===== config.mk =====
export PLATFORM = sky130hd
export DESIGN_NAME = clk_gate_ctrl
export DESIGN_NICKNAME = d
export VERILOG_FILES = /design/src/rtl/clk_gate_ctrl.sv
export SDC_FILE = /design/constraint.sdc
export NUM_CORES = 1
export LEC_CHECK = 0
export BUFFER_PORTS_ARGS = -buffer_cell sky130_fd_sc_hd__buf_2
export CORE_ASPECT_RATIO = 1.4
export CORE_MARGIN = 2
export CORE_UTILIZATION = 56
export DETAILED_ROUTE_END_ITERATION = 8
export PLACE_DENSITY = 0.85
export SETUP_SLACK_MARGIN = 0.1
export SYNTH_ARGS = -nofsm -noshare
export SYNTH_HDL_FRONTEND = slang
export SYNTH_SLANG_ARGS = --single-unit

===== constraint.sdc =====
create_clock -name CLK -period 2.84 [get_ports CLK]
set_clock_uncertainty 0.2 [all_clocks]
set_input_delay 0 -clock CLK [delete_from_list [all_inputs] [get_ports CLK]]
set_output_delay 0 -clock CLK [all_outputs]
set_load 0.1 [all_outputs]

===== src/rtl/clk_gate_ctrl.sv =====
// clk_gate_ctrl: per-domain clock-gate enable controller with serialized wake-up and idle hysteresis.
// Optional macro CLK_GATE_CTRL_STATS_EN adds per-domain gated-cycle counters (GATED_CNT, STATS_CLR).

module clk_gate_dom #(
  parameter int WAKE_CYCLES = 2,
  parameter int IDLE_CYCLES = 8,
  parameter int CNT_W       = 4
) (
  input  logic clk,
  input  logic rst_n,
  input  logic req,
  input  logic busy,
  input  logic force_on,
  input  logic grant,
  output logic is_pend,
  output logic wake_hold,
  output logic wake_nxt,
  output logic clk_en,
  output logic ack
);
  localparam logic [CNT_W-1:0] WAKE_LD = CNT_W'(WAKE_CYCLES - 1);
  localparam logic [CNT_W-1:0] IDLE_LD = CNT_W'(IDLE_CYCLES - 1);

  typedef enum logic [2:0] {S_OFF, S_PEND, S_WAKE, S_ON, S_IDLE} state_e;

  state_e           state_q, state_d;
  logic [CNT_W-1:0] cnt_q, cnt_d;
  logic             en_q, en_d, ack_q, ack_d, fsm_ack;

  always_comb begin
    state_d = state_q;
    cnt_d   = cnt_q;
    fsm_ack = 1'b0;
    case (state_q)
      S_OFF:  if (req) state_d = S_PEND;
      S_PEND: begin
        if (grant) begin
          state_d = S_WAKE;
          cnt_d   = WAKE_LD;
        end else if (!req && !force_on) begin
          state_d = S_OFF;
        end
      end
      S_WAKE: begin
        // REQ is ignored here: a started wake always completes
        if (cnt_q == '0) begin
          state_d = S_ON;
          fsm_ack = 1'b1;
        end else begin
          cnt_d = cnt_q - CNT_W'(1);
        end
      end
      S_ON: begin
        if (!req && !busy) begin
          state_d = S_IDLE;
          cnt_d   = IDLE_LD;
        end else begin
          fsm_ack = req;
        end
      end
      S_IDLE: begin
        if (req) begin
          state_d = S_ON;
          cnt_d   = '0;
          fsm_ack = 1'b1;
        end else if (busy) begin
          state_d = S_ON;
          cnt_d   = '0;
        end else if (cnt_q != '0) begin
          cnt_d = cnt_q - CNT_W'(1);
        end else if (!force_on) begin
          state_d = S_OFF;
        end
      end
      default: state_d = S_OFF;
    endcase
    en_d  = force_on | (state_d inside {S_WAKE, S_ON, S_IDLE});
    ack_d = force_on ? req : fsm_ack;
  end

  always_ff @(posedge clk or negedge rst_n) begin
    if (!rst_n) begin
      state_q <= S_OFF;
      cnt_q   <= '0;
      en_q    <= 1'b0;
      ack_q   <= 1'b0;
    end else begin
      state_q <= state_d;
      cnt_q   <= cnt_d;
      en_q    <= en_d;
      ack_q   <= ack_d;
    end
  end

  assign is_pend   = (state_q == S_PEND);
  // a domain on its last WAKE cycle frees the arbiter so the next wake has no bubble
  assign wake_hold = (state_q == S_WAKE) && (cnt_q != '0);
  assign wake_nxt  = (state_d == S_WAKE);
  assign clk_en    = en_q;
  assign ack       = ack_q;
endmodule

module clk_gate_ctrl #(
  parameter int N           = 4,
  parameter int WAKE_CYCLES = 2,
  parameter int IDLE_CYCLES = 8,
  parameter int CNT_W       = 4
) (
  input  logic           CLK,
  input  logic           RST,
  input  logic [N-1:0]   REQ,
  input  logic [N-1:0]   BUSY,
  input  logic           FORCE_ON,
`ifdef CLK_GATE_CTRL_STATS_EN
  input  logic           STATS_CLR,
  output logic [N*16-1:0] GATED_CNT,
`endif
  output logic [N-1:0]   CLK_EN,
  output logic [N-1:0]   ACK,
  output logic           WAKE_BUSY
);
  logic [N-1:0] is_pend, wake_hold, wake_nxt, cand, grant;
  logic         found, wake_busy_d, wake_busy_q;

  // fixed-priority wake arbiter: lowest-index PEND domain that still wants its clock
  assign cand = is_pend & (REQ | {N{FORCE_ON}});

  always_comb begin
    grant = '0;
    found = 1'b0;
    for (int i = 0; i < N; i++) begin
      if (cand[i] && !found && !(|wake_hold)) begin
        grant[i] = 1'b1;
        found    = 1'b1;
      end
    end
    wake_busy_d = |wake_nxt;
  end

  for (genvar i = 0; i < N; i++) begin : g_dom
    clk_gate_dom #(
      .WAKE_CYCLES(WAKE_CYCLES),
      .IDLE_CYCLES(IDLE_CYCLES),
      .CNT_W      (CNT_W)
    ) u_dom (
      .clk      (CLK),
      .rst_n    (RST),
      .req      (REQ[i]),
      .busy     (BUSY[i]),
      .force_on (FORCE_ON),
      .grant    (grant[i]),
      .is_pend  (is_pend[i]),
      .wake_hold(wake_hold[i]),
      .wake_nxt (wake_nxt[i]),
      .clk_en   (CLK_EN[i]),
      .ack      (ACK[i])
    );
  end

  always_ff @(posedge CLK or negedge RST) begin
    if (!RST) wake_busy_q <= 1'b0;
    else      wake_busy_q <= wake_busy_d;
  end

  assign WAKE_BUSY = wake_busy_q;

`ifdef CLK_GATE_CTRL_STATS_EN
  logic [N-1:0][15:0] gcnt_q, gcnt_d;

  always_comb begin
    for (int i = 0; i < N; i++) begin
      gcnt_d[i] = gcnt_q[i];
      if (STATS_CLR)
        gcnt_d[i] = '0;
      else if (!CLK_EN[i] && gcnt_q[i] != 16'hFFFF)
        gcnt_d[i] = gcnt_q[i] + 16'd1;
    end
  end

  always_ff @(posedge CLK or negedge RST) begin
    if (!RST) gcnt_q <= '0;
    else      gcnt_q <= gcnt_d;
  end

  assign GATED_CNT = gcnt_q;
`endif
endmodule


==> results of run 1 <==
==> routing by layer <==
metal / vias to the layer above / GRT usage, %
li1: 1112 / -
met1: 1106 / 27.8
met2: 93 / 43.5
met3: 16 / 5.67
met4: 0 / 12.3
met5: - / 0
==> Yosys cell counts, drive strengths merged, types with 2 or more instances <==
library cell	instances
buf	9
nand3	2
o31a	4
clkbuf	9
a222oi	2
o21ai	49
nand2	17
mux2	3
nand2b	12
ha	7
or3	5
nor2	22
dfrtp	37
o31ai	4
a21oi	28
or3b	5
a22oi	2
inv	17
or4	3
nor3	11
nor2b	7
nor3b	7
or2	5
o21a	2
==> timing repair <==
action,4_1_cts,5_1_grt
resized for setup,0,15
hold buffers,15,0
buffers inserted,2,4
cloned,0,0
pin swaps,1,5
hold endpoints to repair,51,0
setup endpoints to repair,1,11
==> through the flow <==
step | instance area [um^2] | util, %
2_1_floorplan | 2410 | -
3_3_place_gp | 2520 | 60.4
3_5_place_dp | 2520 | 60.4
4_1_cts | 2790 | 66.8
5_1_grt | 2860 | 68.5
6_report | 2860 | 68.5
==> state kept, by name, indices dropped and copies added (netlist names) <==
name                 flops
g_dom.u_dom.state_q     12
g_dom.u_dom.clk_en       4
g_dom.u_dom.cnt_q       16
g_dom.u_dom.ack          4
WAKE_BUSY                1
==> layout by cell type, fill, tap and decap left out, types with 3 or more instances in the layout <==
master / Yosys / final
o21ai_1: 0 / 3
o31a_1: 4 / 4
buf_2: 0 / 19
nand2_1: 17 / 17
o21ai_0: 49 / 46
clkbuf_8: 0 / 7
nand2b_1: 11 / 11
dlygate4sd3_1: 0 / 15
nor2b_1: 7 / 7
or2_2: 5 / 5
nor3_1: 10 / 10
o31ai_1: 4 / 4
or3_1: 5 / 5
buf_4: 8 / 13
dfrtp_1: 37 / 37
nor2_1: 22 / 22
inv_1: 17 / 15
a21oi_1: 28 / 28
nor3b_1: 7 / 7
or3b_4: 0 / 3
ha_1: 7 / 6
or4_1: 3 / 3
==> logic make-up (layout without fill, tap and decap cells) <==
logic type	Yosys count	count (layout)	share of synthesized area, %
muxes	4	4	1.97
and+or+nand+nor	102	102	23.5
DFF	37	37	38.4
AOI/OAI and AO/OA	105	105	25.8
adders and majority gates	7	7	3.63
buffers and inverters	35	72	6.74
==> worst register-to-register path, cell delays in order (launching register included) <==
cell and delay [ns]:
dfrtp_1 0.40, inv_2 0.11, ha_4 0.13, or3b_4 0.37
a222oi_1 0.34, nand4_1 0.26, o211a_1 0.30, nand2b_4 0.16
mux2_4 0.29
==> worst max path at each step <==
| stage | startpoint | end | slack [ns] | depth (start not counted) |
|---|---|---|---|---|
| 2_1_floorplan | g_dom[1].u_dom.cnt_q[0]$_DFFE_PN0P_ | g_dom[3].u_dom.cnt_q[1]$_DFFE_PN0P_ | 0.26 | 9 |
| 3_3_place_gp | g_dom[2].u_dom.cnt_q[0]$_DFFE_PN0P_ | g_dom[3].u_dom.cnt_q[1]$_DFFE_PN0P_ | 0.21 | 8 |
| 3_5_place_dp | g_dom[2].u_dom.cnt_q[0]$_DFFE_PN0P_ | g_dom[3].u_dom.cnt_q[1]$_DFFE_PN0P_ | 0.14 | 8 |
| 4_1_cts | g_dom[2].u_dom.cnt_q[0]$_DFFE_PN0P_ | g_dom[3].u_dom.cnt_q[1]$_DFFE_PN0P_ | 0.11 | 8 |
| 5_1_grt | g_dom[0].u_dom.state_q[0]$_DFF_PN0_ | WAKE_BUSY$_DFF_PN0_ | 0.002 | 7 |
| 6_report | g_dom[1].u_dom.cnt_q[1]$_DFFE_PN0P_ | g_dom[3].u_dom.cnt_q[1]$_DFFE_PN0P_ | 0.16 | 8 |
==> power breakdown <==
part / internal (mW) / leakage [nW] / switching [mW]
Clock: 0.219 / 0.0542 / 0.197
Combinational: 0.749 / 0.732 / 1.24
Sequential: 0.722 / 0.452 / 0.204
==> final cells by class <==
class | count | share of cell area, %
multi-input cells | 218 | 47.8
flip-flops and latches | 37 | 32.4
repair buffers | 47 | 12.0
clock buffers | 7 | 3.37
inverters | 17 | 2.23
well taps | 45 | 1.97
clock inverters | 1 | 0.175
==> results.md, run 1 <==
* Maximum buffer depth of the clock tree at 2
* Ports at 20
* Pleak at 1.24 nW
* Met3 wire length at 292 um
* CP Data Required Time at 2.83 ns
* Avg Cell Area, Syn at 8.32 um^2
* CP max-delay cell: dfrtp_1
* TritonRoute pass-1 iters at 6
* Pin count of the biggest net entering global routing at 38
* CTS Buf Count at 5
* Top cell type's share of synthesized area at 38.4%
* Routability cong. at 0.851
* Max VDD drop at 0.475 mV
* Vias in the first global route at 2172
* Status: finished clean
* Pwr Total at 3.33 mW
* Syn Inst Count at 290
* Uppermost layer routed: met4
* Total number of yosys warnings at 0
* Main synth FF type: dfrtp_1
* Crit path cell chain: inv_2 > ha_4 > or3b_4 > a222oi_1 > nand4_1 > o211a_1 > nand2b_4 > mux2_4
* CTS tree: yes
* Die width at 59.5 um
* Final worst path period share at 94.3%
* Syn Nets at 308
* Grt ovf at 0
* Reg-to-reg critical path endpoint: g_dom[3].u_dom.cnt_q[1]$_DFFE_PN0P_
* Final #Nets at 344
* Setup violators final at 0
* Post-route ant nets at 0
* Initial antenna violation count at 0
* Number of synthesized flops with an enable pin at 0
* Worst relative slew slack at 44.1%
* Yosys cell types at 51
* Path depth of the worst reg2reg path at 8
* Clk sinks at 37
* PD cells at 1170 nW/um^2
* Clk_lat worst skew at 0.30 ns
* Synthesized flop and latch total at 37
* Max-cap violations at 0
* Worst slew pin tran at 0.838 ns
* Fillers at 317
* Dpl ws at 0.138 ns
* CP delay by family, top: simple AND/OR/NAND/NOR gates
* Drt initial violations at 136
* Via density at 6.26
* Data arrival, critical path at 2.66 ns
* Setup crit end kind: flip-flop
* Reg2reg start: g_dom[1].u_dom.cnt_q[1]$_DFFE_PN0P_
* Diodes inserted at 0
* Final Non-Filler Cells at 372
* Worst-path fanout max at 5
* Dominant cell type by area after synthesis: dfrtp_1
* Buffers plus inverters on the worst setup path at 1
* Reg area at 926 um^2
* First-pass GRT wire length at 9230 um
* Root Buffer: clkbuf_8
* DRT Wirelength at 5930 um
* Starting Density at 57.9%
* Die area at 4860 um^2
* Detailed Place HPWL at 3820 um
* Cell Count Post-Placement at 343
* Worst min path class: input pin to async pin
* Final Hold Vio Count at 0
* Max stage delay on crit path at 0.40 ns
* Sum Neg Setup Slack at 0 ns
* Top cells by area, synth: dfrtp_1 38%, o21ai_0 10%, a21oi_1 5.8%, ha_1 3.6%, nor2_1 3.4%
* Detailed-route wire length per cell at 15.9 um
* Die Height at 81.7 um
* Clock slew at reported path FFs at 0.07 ns
* Layout cells sized above 1 at 18.3%
* Multi-input logic area at 1370 um^2
* Fin Hold WS at 0.139 ns
* Via count at 2327
* RSZ-0062 raised after global routing: yes
* Wire length on met2 at 3130 um
* Worst setup margin at 0.163 ns
* FMAX at 374 MHz
* Seq/Total Area, Yosys at 38.4%
* Final Critical Period at 2.68 ns
* Met1 WL at 2360 um
* Row Count at 28
* Core area at 4170 um^2
* R2r setup slk at 0.16 ns
* DRC at 0
* Syn-to-layout area delta at 18.4%
* Count of input and output buffers at 19
* Asr flop ratio synth at 100%
* CP Launch Type: flip-flop
* H-Tree Depth at 2
* Crit Path Class: flip-flop to flip-flop
* Fin. max-slew vios at 0
* Mapped Area at 2410 um^2
* GRT Overall Usage at 24.9%
No activity file was read; power rests on OpenSTA's default activity.
==> run 2, diff against run 1 <==
--- a/config.mk
+++ b/config.mk
@@ -11,6 +11,7 @@
 export CORE_UTILIZATION = 56
 export DETAILED_ROUTE_END_ITERATION = 8
 export PLACE_DENSITY = 0.85
+export REMOVE_ABC_BUFFERS = 1
 export SETUP_SLACK_MARGIN = 0.1
 export SYNTH_ARGS = -nofsm -noshare
 export SYNTH_HDL_FRONTEND = slang
==> run 2 against run 1 <==
  * Non-clock buffer count decreased by 1
  * Total power decreased by 0.22%
  * Worst hold slack got worse by 0.0058 ns
  * Critical endpoint is now WAKE_BUSY$_DFF_PN0_
  * Clock power about the same
  * Setup slack got worse by 0.10 ns
  * Critical path type unchanged
==> results.md, run 2 (same netlist as run 1, synthesis figures left out) <==
* Status: finished clean
* Reg2reg start: g_dom[0].u_dom.state_q[0]$_DFF_PN0_
* Data arrival, critical path at 2.73 ns (+0.07 ns)
* Final #Nets at 343 (-0.29%)
* Biggest register: g_dom.u_dom.cnt_q
* Worst slew pin tran at 0.829 ns (-0.00951 ns)
* FMAX at 360 MHz (-3.6%)
* DRC at 0 (unchanged)
* Starting Density at 57.9% (unchanged)
* Grt ovf at 0 (unchanged)
* Worst min path class: input pin to async pin
* Biggest regs: g_dom.u_dom.cnt_q: 16 flops, g_dom.u_dom.state_q: 12 flops
* DRT Wirelength at 5830 um (-1.7%)
* Vias in the first global route at 2141 (-1.4%)
* Setup crit end kind: flip-flop
* Drt initial violations at 229 (+68%)
* Core area at 4170 um^2 (unchanged)
* Pleak at 1.24 nW (-0.19%)
* RSZ-0062 raised after global routing: yes
* Dpl ws at 0.126 ns (-0.0116 ns)
* Initial antenna violation count at 0 (unchanged)
* CTS tree: yes
* Commonest non-fill, non-tap cells in the layout: 45 x o21ai_0, 37 x dfrtp_1, 28 x a21oi_1, 22 x nor2_1, 19 x buf_2
* Max VDD drop at 0.606 mV (+28%)
* Clk sinks at 37 (unchanged)
* TritonRoute pass-1 iters at 5 (-1)
* GRT Overall Usage at 24.6% (-0.33 points)
* Syn-to-layout area delta at 17.6%
* Fillers at 326 (+2.8%)
* Fin. max-slew vios at 0 (unchanged)
* CP Data Required Time at 2.79 ns (-0.04 ns)
* Clk_lat worst skew at 0.30 ns (about the same)
* H-Tree Depth at 2 (unchanged)
* First-pass GRT wire length at 9220 um (about the same)
* Detailed-route wire length per cell at 15.7 um (-1.4%)
* Routability cong. at 0.835 (-1.9%)
* Path depth of the worst reg2reg path at 7 (-1)
* Pwr Total at 3.32 mW (-0.22%)
* Count of input and output buffers at 19 (unchanged)
* Setup violators final at 0 (unchanged)
* CP Launch Type: flip-flop
* Detailed Place HPWL at 3780 um (-1.2%)
* R2r setup slk at 0.06 ns (-0.10 ns)
* Final Hold Vio Count at 0 (unchanged)
* Commonest non-fill, non-tap cell in the layout: o21ai_0
* Clock slew at reported path FFs at 0.08 ns (about the same)
* PD cells at 1170 nW/um^2 (+0.39%)
* Max FFs per register at 16 (unchanged)
* Sum Neg Setup Slack at 0 ns (unchanged)
* Max-cap violations at 0 (unchanged)
* Via density at 6.18 (-1.2%)
* Die Height at 81.7 um (unchanged)
* Via count at 2294 (-1.4%)
* Worst setup margin at 0.0624 ns (-0.100 ns)
* Worst relative slew slack at 44.7% (+0.63 points)
* Die width at 59.5 um (unchanged)
* Final worst path period share at 97.8% (+3.5 points)
* Post-route ant nets at 0 (unchanged)
* Root Buffer: clkbuf_8
* Maximum buffer depth of the clock tree at 2 (unchanged)
* Layout Utilization at 68.1% (-0.42 points)
* Layout cells sized above 1 at 19.3% (+0.98 points)
* Reg-to-reg critical path endpoint: WAKE_BUSY$_DFF_PN0_
* Die area at 4860 um^2 (unchanged)
* Row Count at 28 (unchanged)
* Final Critical Period at 2.78 ns (+0.100 ns)
* Diodes inserted at 0 (unchanged)
* Pin count of the biggest net entering global routing at 38 (unchanged)
* CTS Buf Count at 5 (unchanged)
* Ports at 20 (unchanged)
* Crit Path Class: flip-flop to flip-flop
* Worst-path fanout max at 7 (+2)
## run 2: how the worst max path moves through the flow
stage / from / to / slack [ns] / depth (start not counted)
after global routing: g_dom[3].u_dom.cnt_q[1]$_DFFE_PN0P_ / g_dom[3].u_dom.cnt_q[1]$_DFFE_PN0P_ / 0.01 / 8
after CTS: g_dom[3].u_dom.cnt_q[0]$_DFFE_PN0P_ / g_dom[3].u_dom.cnt_q[1]$_DFFE_PN0P_ / 0.10 / 8
final: g_dom[0].u_dom.state_q[0]$_DFF_PN0_ / WAKE_BUSY$_DFF_PN0_ / 0.06 / 7
after detailed placement: g_dom[3].u_dom.cnt_q[0]$_DFFE_PN0P_ / g_dom[3].u_dom.cnt_q[1]$_DFFE_PN0P_ / 0.13 / 8
after floorplan: g_dom[1].u_dom.cnt_q[0]$_DFFE_PN0P_ / g_dom[3].u_dom.cnt_q[1]$_DFFE_PN0P_ / 0.29 / 8
after global placement: g_dom[3].u_dom.cnt_q[0]$_DFFE_PN0P_ / g_dom[3].u_dom.cnt_q[1]$_DFFE_PN0P_ / 0.21 / 8
## run 2: cell type report
type                       count  area (um^2)  area share (%)
clock buffer                   7         96.3            3.39
clock inverter                 1         5.00           0.176
inverter                      17         63.8            2.25
multi-input combinational    218         1360            48.0
sequential                    37          926            32.6
tap                           45         56.3            1.98
timing repair buffer          46          328            11.5
## run 2: layer usage
metal  track usage (%)  vias to the layer above  part of all wire [%]
met5                 0                        -                     0
met2              42.4                       99                    53
met3              5.35                       13                   5.6
met1              28.1                     1081                    40
met4              12.0                        0                   1.9
li1                  -                     1101                     -
## run 2: timing repair
action | 4_1_cts | 5_1_grt
hold buffers | 12 | 0
endpoints found under the hold margin | 50 | 0
setup endpoints to repair | 0 | 11
buffers inserted | 0 | 7
gates resized for setup | 0 | 17
## run 2: metrics by stage
stage | cell area (um^2) | hold WS [ns] | std cells
after CTS | 2750 | 0.173 | 364
final | 2840 | 0.133 | 371
after global placement | 2530 | -0.0597 | 344
after floorplan | 2310 | -0.496 | 272
after global routing | 2840 | 0.214 | 371
after detailed placement | 2530 | -0.0588 | 344
## run 2: worst max-delay path, stage by stage (launching register included)
cell      delay [ns]
dfrtp_1         0.48
inv_1           0.16
nor4_1          0.61
nor3_4          0.10
buf_4           0.18
a221o_1         0.38
a222oi_1        0.35
o21ai_0         0.18
## run 2: power breakdown
part,internal [mW],switching (mW),leakage (nW),total (mW)
sequential,0.722,0.207,0.452,0.929
combinational,0.757,1.22,0.730,1.98
clock,0.220,0.197,0.0542,0.417
total,1.70,1.62,1.24,3.32
